**src/rtl/line_encoder_32to5_seq_if.sv**
```systemverilog
// Handshake bundle for the sequential line encoder: vector-in stream and
// index-out stream with valid/ready flow control on both sides.
interface line_encoder_32to5_seq_if #(
  parameter int N_LINES = 32,
  parameter int IDX_W   = 5
);
  logic               in_valid;
  logic               in_ready;
  logic [N_LINES-1:0] in_vec;
  logic               out_valid;
  logic               out_ready;
  logic [IDX_W-1:0]   out_idx;
  logic               out_last;
  logic               out_none;

  // Producer of vectors / consumer of indices.
  modport master (
    output in_valid, in_vec, out_ready,
    input  in_ready, out_valid, out_idx, out_last, out_none
  );

  // The encoder itself.
  modport slave (
    input  in_valid, in_vec, out_ready,
    output in_ready, out_valid, out_idx, out_last, out_none
  );
endinterface

```
**src/rtl/line_encoder_32to5_seq.sv**
```systemverilog
// Sequential 32-to-5 line encoder. Captures a multi-hot line vector and
// emits the binary index of each set line, one per output handshake, in
// fixed priority order (lowest or highest first). An all-zero vector yields
// a single "none" output.
module line_encoder_32to5_seq #(
  parameter int N_LINES   = 32,
  parameter int IDX_W     = 5,
  parameter int LSB_FIRST = 1
) (
  input  logic                          clk,
  input  logic                          rst,
  line_encoder_32to5_seq_if.slave       bus
);

  localparam int unsigned N = N_LINES;

  typedef enum logic [1:0] {
    IDLE  = 2'd0,
    EMIT  = 2'd1,
    EMPTY = 2'd2
  } state_t;

  state_t             state, state_nxt;
  logic [N_LINES-1:0] pending, pending_nxt;
  logic [IDX_W-1:0]   pri_idx;
  logic [N_LINES-1:0] pri_hit;
  logic               single;

  // Priority pick over the pending lines; the later loop assignment wins,
  // so the loop direction is the reverse of the emission order.
  always_comb begin
    pri_idx = '0;
    pri_hit = '0;
    if (LSB_FIRST != 0) begin
      for (int unsigned i = N; i > 0; i--) begin
        if (pending[i-1]) pri_idx = IDX_W'(i - 1);
      end
    end else begin
      for (int unsigned i = 0; i < N; i++) begin
        if (pending[i]) pri_idx = IDX_W'(i);
      end
    end
    pri_hit[pri_idx] = 1'b1;
  end

  // Exactly one line left means the current index is the final one.
  always_comb begin
    single = (pending != '0) && ((pending & (pending - 1'b1)) == '0);
  end

  // State and pending-line register; reset discards any partial vector.
  always_ff @(posedge clk or posedge rst) begin
    if (rst) begin
      state   <= IDLE;
      pending <= '0;
    end else begin
      state   <= state_nxt;
      pending <= pending_nxt;
    end
  end

  // Next-state and pending update on accept/emit handshakes.
  always_comb begin
    state_nxt   = state;
    pending_nxt = pending;
    unique case (state)
      IDLE: begin
        if (bus.in_valid) begin
          pending_nxt = bus.in_vec;
          state_nxt   = (bus.in_vec == '0) ? EMPTY : EMIT;
        end
      end
      EMIT: begin
        if (bus.out_ready) begin
          pending_nxt = pending & ~pri_hit;
          if (single) state_nxt = IDLE;
        end
      end
      EMPTY: begin
        if (bus.out_ready) state_nxt = IDLE;
      end
      default: begin
        state_nxt   = IDLE;
        pending_nxt = '0;
      end
    endcase
  end

  // Handshake outputs depend only on registered state and pending lines.
  always_comb begin
    bus.in_ready  = (state == IDLE);
    bus.out_valid = (state == EMIT) || (state == EMPTY);
    bus.out_none  = (state == EMPTY);
    bus.out_last  = (state == EMPTY) || ((state == EMIT) && single);
    bus.out_idx   = (state == EMIT) ? pri_idx : '0;
  end

endmodule

```
**src/flat_wrapper.sv**
```systemverilog
// flat-port wrapper written by rule: the top's interface ports become plain ports
module line_encoder_32to5_seq_flat 
#(
  parameter int N_LINES   = 32,
  parameter int IDX_W     = 5,
  parameter int LSB_FIRST = 1
)
  (clk, rst, bus_in_valid, bus_in_vec, bus_out_ready, bus_in_ready, bus_out_valid, bus_out_idx, bus_out_last, bus_out_none);
  line_encoder_32to5_seq_if #(.N_LINES(N_LINES), .IDX_W(IDX_W)) bus_i ();
  input  logic clk;
  input  logic rst;
  input wire logic [$bits(bus_i.in_valid)-1:0] bus_in_valid;
  input wire logic [$bits(bus_i.in_vec)-1:0] bus_in_vec;
  input wire logic [$bits(bus_i.out_ready)-1:0] bus_out_ready;
  output wire logic [$bits(bus_i.in_ready)-1:0] bus_in_ready;
  output wire logic [$bits(bus_i.out_valid)-1:0] bus_out_valid;
  output wire logic [$bits(bus_i.out_idx)-1:0] bus_out_idx;
  output wire logic [$bits(bus_i.out_last)-1:0] bus_out_last;
  output wire logic [$bits(bus_i.out_none)-1:0] bus_out_none;
  assign bus_i.in_valid = bus_in_valid;
  assign bus_i.in_vec = bus_in_vec;
  assign bus_i.out_ready = bus_out_ready;
  assign bus_in_ready = bus_i.in_ready;
  assign bus_out_valid = bus_i.out_valid;
  assign bus_out_idx = bus_i.out_idx;
  assign bus_out_last = bus_i.out_last;
  assign bus_out_none = bus_i.out_none;
  line_encoder_32to5_seq #(.N_LINES(N_LINES), .IDX_W(IDX_W), .LSB_FIRST(LSB_FIRST)) u_core (.clk(clk), .rst(rst), .bus(bus_i));
endmodule
```
**config.mk**
```make
export PLATFORM = sky130hd
export DESIGN_NAME = line_encoder_32to5_seq_flat
export DESIGN_NICKNAME = d
export VERILOG_FILES = /design/src/rtl/line_encoder_32to5_seq_if.sv /design/src/rtl/line_encoder_32to5_seq.sv /design/src/flat_wrapper.sv
export SDC_FILE = /design/constraint.sdc
export NUM_CORES = 1
export LEC_CHECK = 0
export ABC_CLOCK_PERIOD_IN_PS = 3450
export BUFFER_PORTS_ARGS = -buffer_cell sky130_fd_sc_hd__buf_4
export CAP_MARGIN = 10
export CORE_ASPECT_RATIO = 2
export CORE_MARGIN = 2
export CORE_UTILIZATION = 40
export CTS_CLUSTER_DIAMETER = 40
export CTS_CLUSTER_SIZE = 20
export DETAILED_ROUTE_END_ITERATION = 12
export PLACE_DENSITY = 0.73
export SLEW_MARGIN = 20
export SYNTH_ARGS = -nofsm -noshare
export SYNTH_HDL_FRONTEND = slang
export SYNTH_SLANG_ARGS = --single-unit
```
**constraint.sdc**
```tcl
create_clock -name clk -period 3.45 [get_ports clk]
set_input_delay 1.035 -clock clk [delete_from_list [all_inputs] [get_ports clk]]
set_output_delay 1.035 -clock clk [all_outputs]
set_load 0.02 [all_outputs]
```
==> results.md, run 1 <==
- Metal-1 WL: 3860 um
- Final wirelength: around 11000 um
- Met2 WL: between 5000 and 6000 um
- Syn_nets: between 300 and 400
- Core area: roughly 6600 um^2
- Post-synth cell types: 55
- CTS tree: yes
- Number of H-tree levels: 2
- Worst path slowest cell: or4_4
- Run status: finished, violations left
- Syn avg cell area: 8.07 um^2
- Met3 routed WL: approximately 710 um
- Post-layout net count: 469
- Failing checks: setup timing
- Highest Signal Layer: met4
- Final setup fails: 1
- Setup ws final: -0.341 ns
- Root Driver: clkbuf_16
- Worst vdd ir: between 0.3 and 0.4 mV
- Largest net degree at the start of global routing: 27
- Clock sink total: 34
- Vias in the first global route: between 3k and 4k
- Syn-to-layout area delta: 37.6%
- Layout cell share with drive strength beyond 1: around 30%
- Fin util: 57.2%
- Most frequent cell on the critical path: or4_4
- Final Hold Viols: 0
- Cells after Synth: around 340
- Clock Latency Late Sink: just under 0.3 ns
- Post-route ant nets: 0
- Router iterations before antenna repair: 6
- Antenna violations before repair: 0
- Clock buffer depth: 2
- Clk slew on worst S/H paths: ~0.050 ns
- Register area: between 800 and 900 um^2
- Tightest Pin Transition: 0.734 ns
- Final HPWL DP: about 8600 um
- Slowest stage delay, CP: between 0.5 and 0.6 ns
- Dpl ws: -0.0613 ns
- Gr usage total: between 30 and 40%
- Ys async rst share: between 90% and 100%
- Total grt overflow: 0
- Power Dens Cells: between 800 and 900 nW/um^2
- Slew Limit Headroom: between 50% and 60%
- Starting Density: between 40% and 50%
- Routed wire per std cell: around 21 um
- WP data required: between 2 and 2.5 ns
- Post-synthesis sequential area ratio: about 30%
- Leak: roughly 1.6 nW
- RSZ-0062 raised after global routing: true
- Worst-path cell chain: or4_4 -> a222oi_1 -> o2111a_1 -> nand4_1 -> or4_4 -> o31ai_4 -> buf_6
- DRT iter0 DRCs: between 300 and 400
- CP max FO: 2
- Mapped cell area: about 2800 um^2
- Via density: 6.49
- Slew Limit Fails: 0
- Fmax: 0.264 GHz
- Row cnt: 42
- Post-synth top flop: dfrtp_1
- First-pass GRT wire length: 17200 um
- Worst Setup Start Kind: register
- Crit Path Class: register to output port
- Critical Path AT: around 2.8 ns
- Gpl congestion: about 1.0
- Vias: around 3.4k
- TritonCTS Buffers: 5
- # IOs: 45
- Nature of the critical path endpoint: output port
- Remaining DRCs: 0
- Post-synth EDFFs: 0
- Die ar.: 7600 um^2
- Period minus WS final: approximately 3.8 ns
- Diodes inserted: 0
- Most frequent cells in the layout: buf_4 (105), nand2_1 (34), dfrtp_1 (34)
- Clock Skew: approximately 0.0075 ns
- Fin crit share: 110%
- Worst min path class: register to register
- Fillers: ~660
- I/O Buffers: 44
- Max_cap viols: 0
- Die Span X: ~63 um
- Yosys warns: 0
- Seq cells post-synth: 34
- DIE HEIGHT: around 120 um
- Multi-input logic area: 1760 um^2
- Most common cell after layout, fill and taps aside: buf_4
## kinds of logic after synthesis
group | Yosys count | share of synthesized area (%)
adders and majority gates | 5 | 2.09
buffers and inverters | 40 | 6.37
and+or+nand+nor | 142 | 30.0
AOI/OAI and AO/OA | 119 | 30.2
muxes | 1 | 0.364
DFF | 34 | 30.9
## state kept, by name, summed over array words and instances, names as in the netlist
| signal | count |
|---|---|
| u_core.pending | 32 |
| u_core.state | 2 |
## stage by stage
stage	hold WS [ns]	cell area [um^2]	instances	setup TNS [ns]	total power, W
after floorplan	0.543	2770	341	-0.0499	0.00173
after detailed placement	0.563	3550	510	-0.0613	0.00268
after CTS	0.574	3770	519	-0.345	0.00331
after global placement	0.540	3550	510	-0.0440	0.00266
final	0.592	3790	519	-0.341	0.00337
after global routing	0.631	3790	519	-0.452	0.00355
## worst paths after layout
kind,start,end,slack [ns],cells past startpoint
max,u_core.pending[30],bus_out_last,-0.34,7
min,u_core.state[0],u_core.state[0],0.59,2
max reg2reg,u_core.pending[22],u_core.pending[19],0.42,8
min reg2reg,u_core.state[0],u_core.state[0],0.59,2
max in group asynchronous,rst,u_core.pending[20],1.85,3
min in group asynchronous,rst,u_core.pending[0],0.88,2
## repair_timing
| action | in CTS | in global routing |
|---|---|---|
| gates resized for setup | 5 | 4 |
| setup buffers | 1 | 0 |
| pin swaps | 2 | 1 |
| setup endpoints to repair | 2 | 3 |
| hold buffers | 0 | 0 |
## worst max-delay path, delay by kind of cell (launching register included)
kind / cells / cell delay, ns
simple gates: 3 / 1.22
compound gates: 3 / 0.70
flops: 1 / 0.40
buf+inv: 1 / 0.15
## Yosys cell counts, types with 3 or more instances
library cell / instances / area (um^2)
a211oi_1: 4 / 30.0
nand3_1: 6 / 30.0
o32ai_1: 3 / 26.3
nor2_1: 22 / 82.6
a22oi_1: 13 / 97.6
ha_1: 3 / 37.5
a21oi_1: 25 / 125
nor3_1: 13 / 65.1
a32oi_1: 5 / 43.8
or4_4: 3 / 33.8
dfrtp_1: 34 / 851
a31oi_1: 8 / 50.1
and2_1: 3 / 18.8
clkbuf_1: 20 / 75.1
nand4_1: 7 / 43.8
nand2_1: 34 / 128
or4_1: 12 / 90.1
inv_1: 15 / 56.3
nor4_1: 17 / 106
or3_1: 6 / 37.5
a32o_1: 7 / 70.1
buf_6: 3 / 33.8
o31ai_1: 6 / 45.0
nor2b_1: 6 / 37.5
nor4b_1: 3 / 26.3
o21ai_0: 24 / 120
o21a_1: 3 / 22.5
## area by class of cell
type	instances	area share, %
clock inverters	3	1.82
inverters	15	1.49
well taps	88	2.91
clock buffers	5	3.30
repair buffers	107	21.4
flip-flops and latches	34	22.5
multi-input cells	267	46.6
## where the power goes
part	leakage, nW	switching, W	internal [W]
registers	0.412	0.000145	0.000538
clock network	0.0940	0.000180	0.000415
logic	1.11	0.00118	0.000916
## layer usage
layer  GRT usage (%)  vias up
met4            23.5        0
li1                -     1511
met3            4.27       52
met2            53.1      171
met1            31.3     1633
met5               0        -
Note: power is estimated with default switching activity, not from simulation.
==> run 2, diff against run 1 <==
Settings changed: CTS_BUF_LIST set to sky130_fd_sc_hd__clkbuf_4 sky130_fd_sc_hd__clkbuf_8.
==> run 2 against run 1 <==
  * The flow still finishes with violations (setup timing)
  * Worst setup slack lost 0.018 ns
  * Total power shrank 4.3%
  * Clock skew is essentially flat
  * Global-route usage shrank 0.25 points
  * Final cell count grew 0.19%
  * Critical path type unchanged
  * Largest power group unchanged
==> results.md, run 2 (synthesized netlist as in run 1, its figures left out) <==
- Run status: finished, violations left
- Failing checks: setup timing
- Gate power share: 64.8% (+2.7 points)
- WP data required: 2.41 ns (about the same)
- Slew Limit Headroom: 50.8% (-0.28 points)
- Final HPWL DP: 8620 um (unchanged)
- Die Span X: 62.6 um (unchanged)
- Slew Limit Fails: 0 (unchanged)
- Post-route ant nets: 0 (unchanged)
- Max_cap viols: 0 (unchanged)
- Core area: 6620 um^2 (unchanged)
- Period minus WS final: 3.81 ns (+0.0180 ns)
- Clock sink total: 34 (unchanged)
- Power Dens Cells: 863 nW/um^2 (-3.2%)
- Switching power total: 0.00147 W (-2.1%)
- Leak: 1.59 nW (-1.3%)
- Clk slew on worst S/H paths: 0.07 ns (+0.02 ns)
- Number of H-tree levels: 2 (unchanged)
- Routed wire per std cell: 21.2 um (-1.2%)
- GR peak layer: met2
- Vias: 3318 (-1.5%)
- Most common cell after layout, fill and taps aside: buf_4
- CP max FO: 2 (unchanged)
- Seq pwr share: 21.1% (+0.9 points)
- Nature of the critical path endpoint: output port
- Router iterations before antenna repair: 5 (-1)
- # IOs: 45 (unchanged)
- Internal: 0.00176 W (-6.1%)
- DIE HEIGHT: 121 um (unchanged)
- Layout cell share with drive strength beyond 1: 30.6% (+0.63 points)
- Fin area: 3740 um^2 (-1.1%)
- Worst-path cell chain: or4_4 -> a222oi_1 -> o2111a_1 -> nand4_1 -> or4_4 -> o31ai_4 -> buf_6
- Total grt overflow: 0 (unchanged)
- Root Driver: clkbuf_8
- Clock Latency Late Sink: 0.30 ns (about the same)
- TritonCTS Buffers: 5 (unchanged)
- Gpl congestion: 1.01 (unchanged)
- Dpl ws: -0.0613 ns (unchanged)
- Syn-to-layout area delta: 36.1%
- Worst path slowest cell: or4_4
- Final wirelength: 11000 um (-1.0%)
- First-pass GRT wire length: 17100 um (-0.60%)
- Max FFs per register: 32 (unchanged)
- Critical Path AT: 2.77 ns (about the same)
- Worst min path class: register to register
- Tightest Pin Transition: 0.738 ns (+0.00425 ns)
- Row cnt: 42 (unchanged)
- Met3 Track Usage GR: 3.71% (-0.56 points)
- Post-DP Area: 3550 um^2 (unchanged)
- Sw frac: 45.6% (+1.0 points)
- RSZ-0062 raised after global routing: true
- I/O Buffers: 44 (unchanged)
- Post-layout net count: 470 (+0.21%)
- Final setup fails: 1 (unchanged)
- Clock buffer depth: 2 (unchanged)
- WP buf/inv: 1 (unchanged)
- Setup ws final: -0.359 ns (-0.0180 ns)
- CTS Hold Bufs: 0 (unchanged)
- Clock share of power: 14.1% (-3.5 points)
- Fin crit share: 110% (+0.52 points)
- Gr usage total: 29.8% (-0.25 points)
- Crit path max-delay family: simple AND/OR/NAND/NOR gates
- Starting Density: 41.6% (unchanged)
- Diodes inserted: 0 (unchanged)
- Most frequent cells in the layout: buf_4 (106), nand2_1 (34), dfrtp_1 (33)
- Flop2flop setup slack: 0.44 ns (+0.02 ns)
- Final Hold Viols: 0 (unchanged)
- Largest net degree at the start of global routing: 27 (unchanged)
- Die ar.: 7600 um^2 (unchanged)
- GR Util met1: 30.7% (-0.59 points)
- GR Util met2: 52.8% (-0.27 points)
- Crit Path Class: register to output port
- Biggest regs: u_core.pending x32, u_core.state x2
- Total negative slack: -0.359 ns (-0.0180 ns)
- Worst vdd ir: 0.390 mV (-0.97%)
- CTS tree: yes
- Clock Skew: 0.00770 ns (+0.000229 ns)
- Fin util: 56.5% (-0.64 points)
- Remaining DRCs: 0 (unchanged)
- Top reg by flops: u_core.pending
- Antenna violations before repair: 0 (unchanged)
- Worst Setup Start Kind: register
- Via density: 6.38 (-1.6%)
- Vias in the first global route: 3226 (-0.31%)
- Most frequent cell on the critical path: or4_4
- DRT iter0 DRCs: 361 (-4.2%)
- Slowest stage delay, CP: 0.59 ns (about the same)
- Fmax: 0.263 GHz (-0.47%)
==> run 2: through the flow <==
stage | hold slack (ns) | std cells | total power, W
floorplan | 0.543 | 341 | 0.00173
global placement | 0.540 | 510 | 0.00266
detailed placement | 0.563 | 510 | 0.00268
CTS | 0.578 | 519 | 0.00317
global route | 0.636 | 520 | 0.00341
finish | 0.595 | 520 | 0.00323
==> run 2: per-layer routing <==
| layer | wire length [um] | vias up |
|---|---|---|
| met3 | 654 | 57 |
| li1 | - | 1513 |
| met1 | 3750 | 1586 |
| met5 | 0 | - |
| met4 | 935 | 0 |
| met2 | 5700 | 162 |
==> run 2: worst register-to-register path: cells and delay by family, from the launching register on <==
family	cells	cell delay [ns]
buffers and inverters	1	0.16
DFF	1	0.43
and+or+nand+nor	3	1.61
AOI/OAI and AO/OA	4	0.71
==> run 2: final cells by class <==
type	count	area (um^2)
clock inverter	3	68.8
clock buffer	5	68.8
tap	88	110
timing repair buffer	108	818
fill	666	2880
sequential	34	852
inverter	15	56.3
multi-input combinational	267	1770
==> run 2: repair_timing <==
item                                   CTS  global route
setup endpoints to repair                2             3
gates resized for setup                  5             8
endpoints found under the hold margin    0             0
setup buffers                            1             1
pin swaps                                2             2
gates cloned                             0             0
==> run 2: final timing paths <==
path	startpoint	endpoint	cells after the start
setup / recovery	u_core.pending[29]	bus_out_last	7
hold / removal	u_core.pending[27]	u_core.pending[27]	1
setup reg to reg	u_core.pending[22]	u_core.pending[19]	8
hold reg to reg	u_core.pending[27]	u_core.pending[27]	1
max in group asynchronous	rst	u_core.pending[5]	3
min in group asynchronous	rst	u_core.pending[0]	2
==> run 2: power by group through the flow <==
stage / Sequential (W) / Clock [W] / Combinational, W
after CTS: 0.000675 / 0.000460 / 0.00203
after floorplan: 0.000661 / 0 / 0.00106
after global placement: 0.000676 / 0 / 0.00198
after detailed placement: 0.000681 / 0 / 0.00199
final: 0.000682 / 0.000454 / 0.00209
after global routing: 0.000699 / 0.000477 / 0.00224
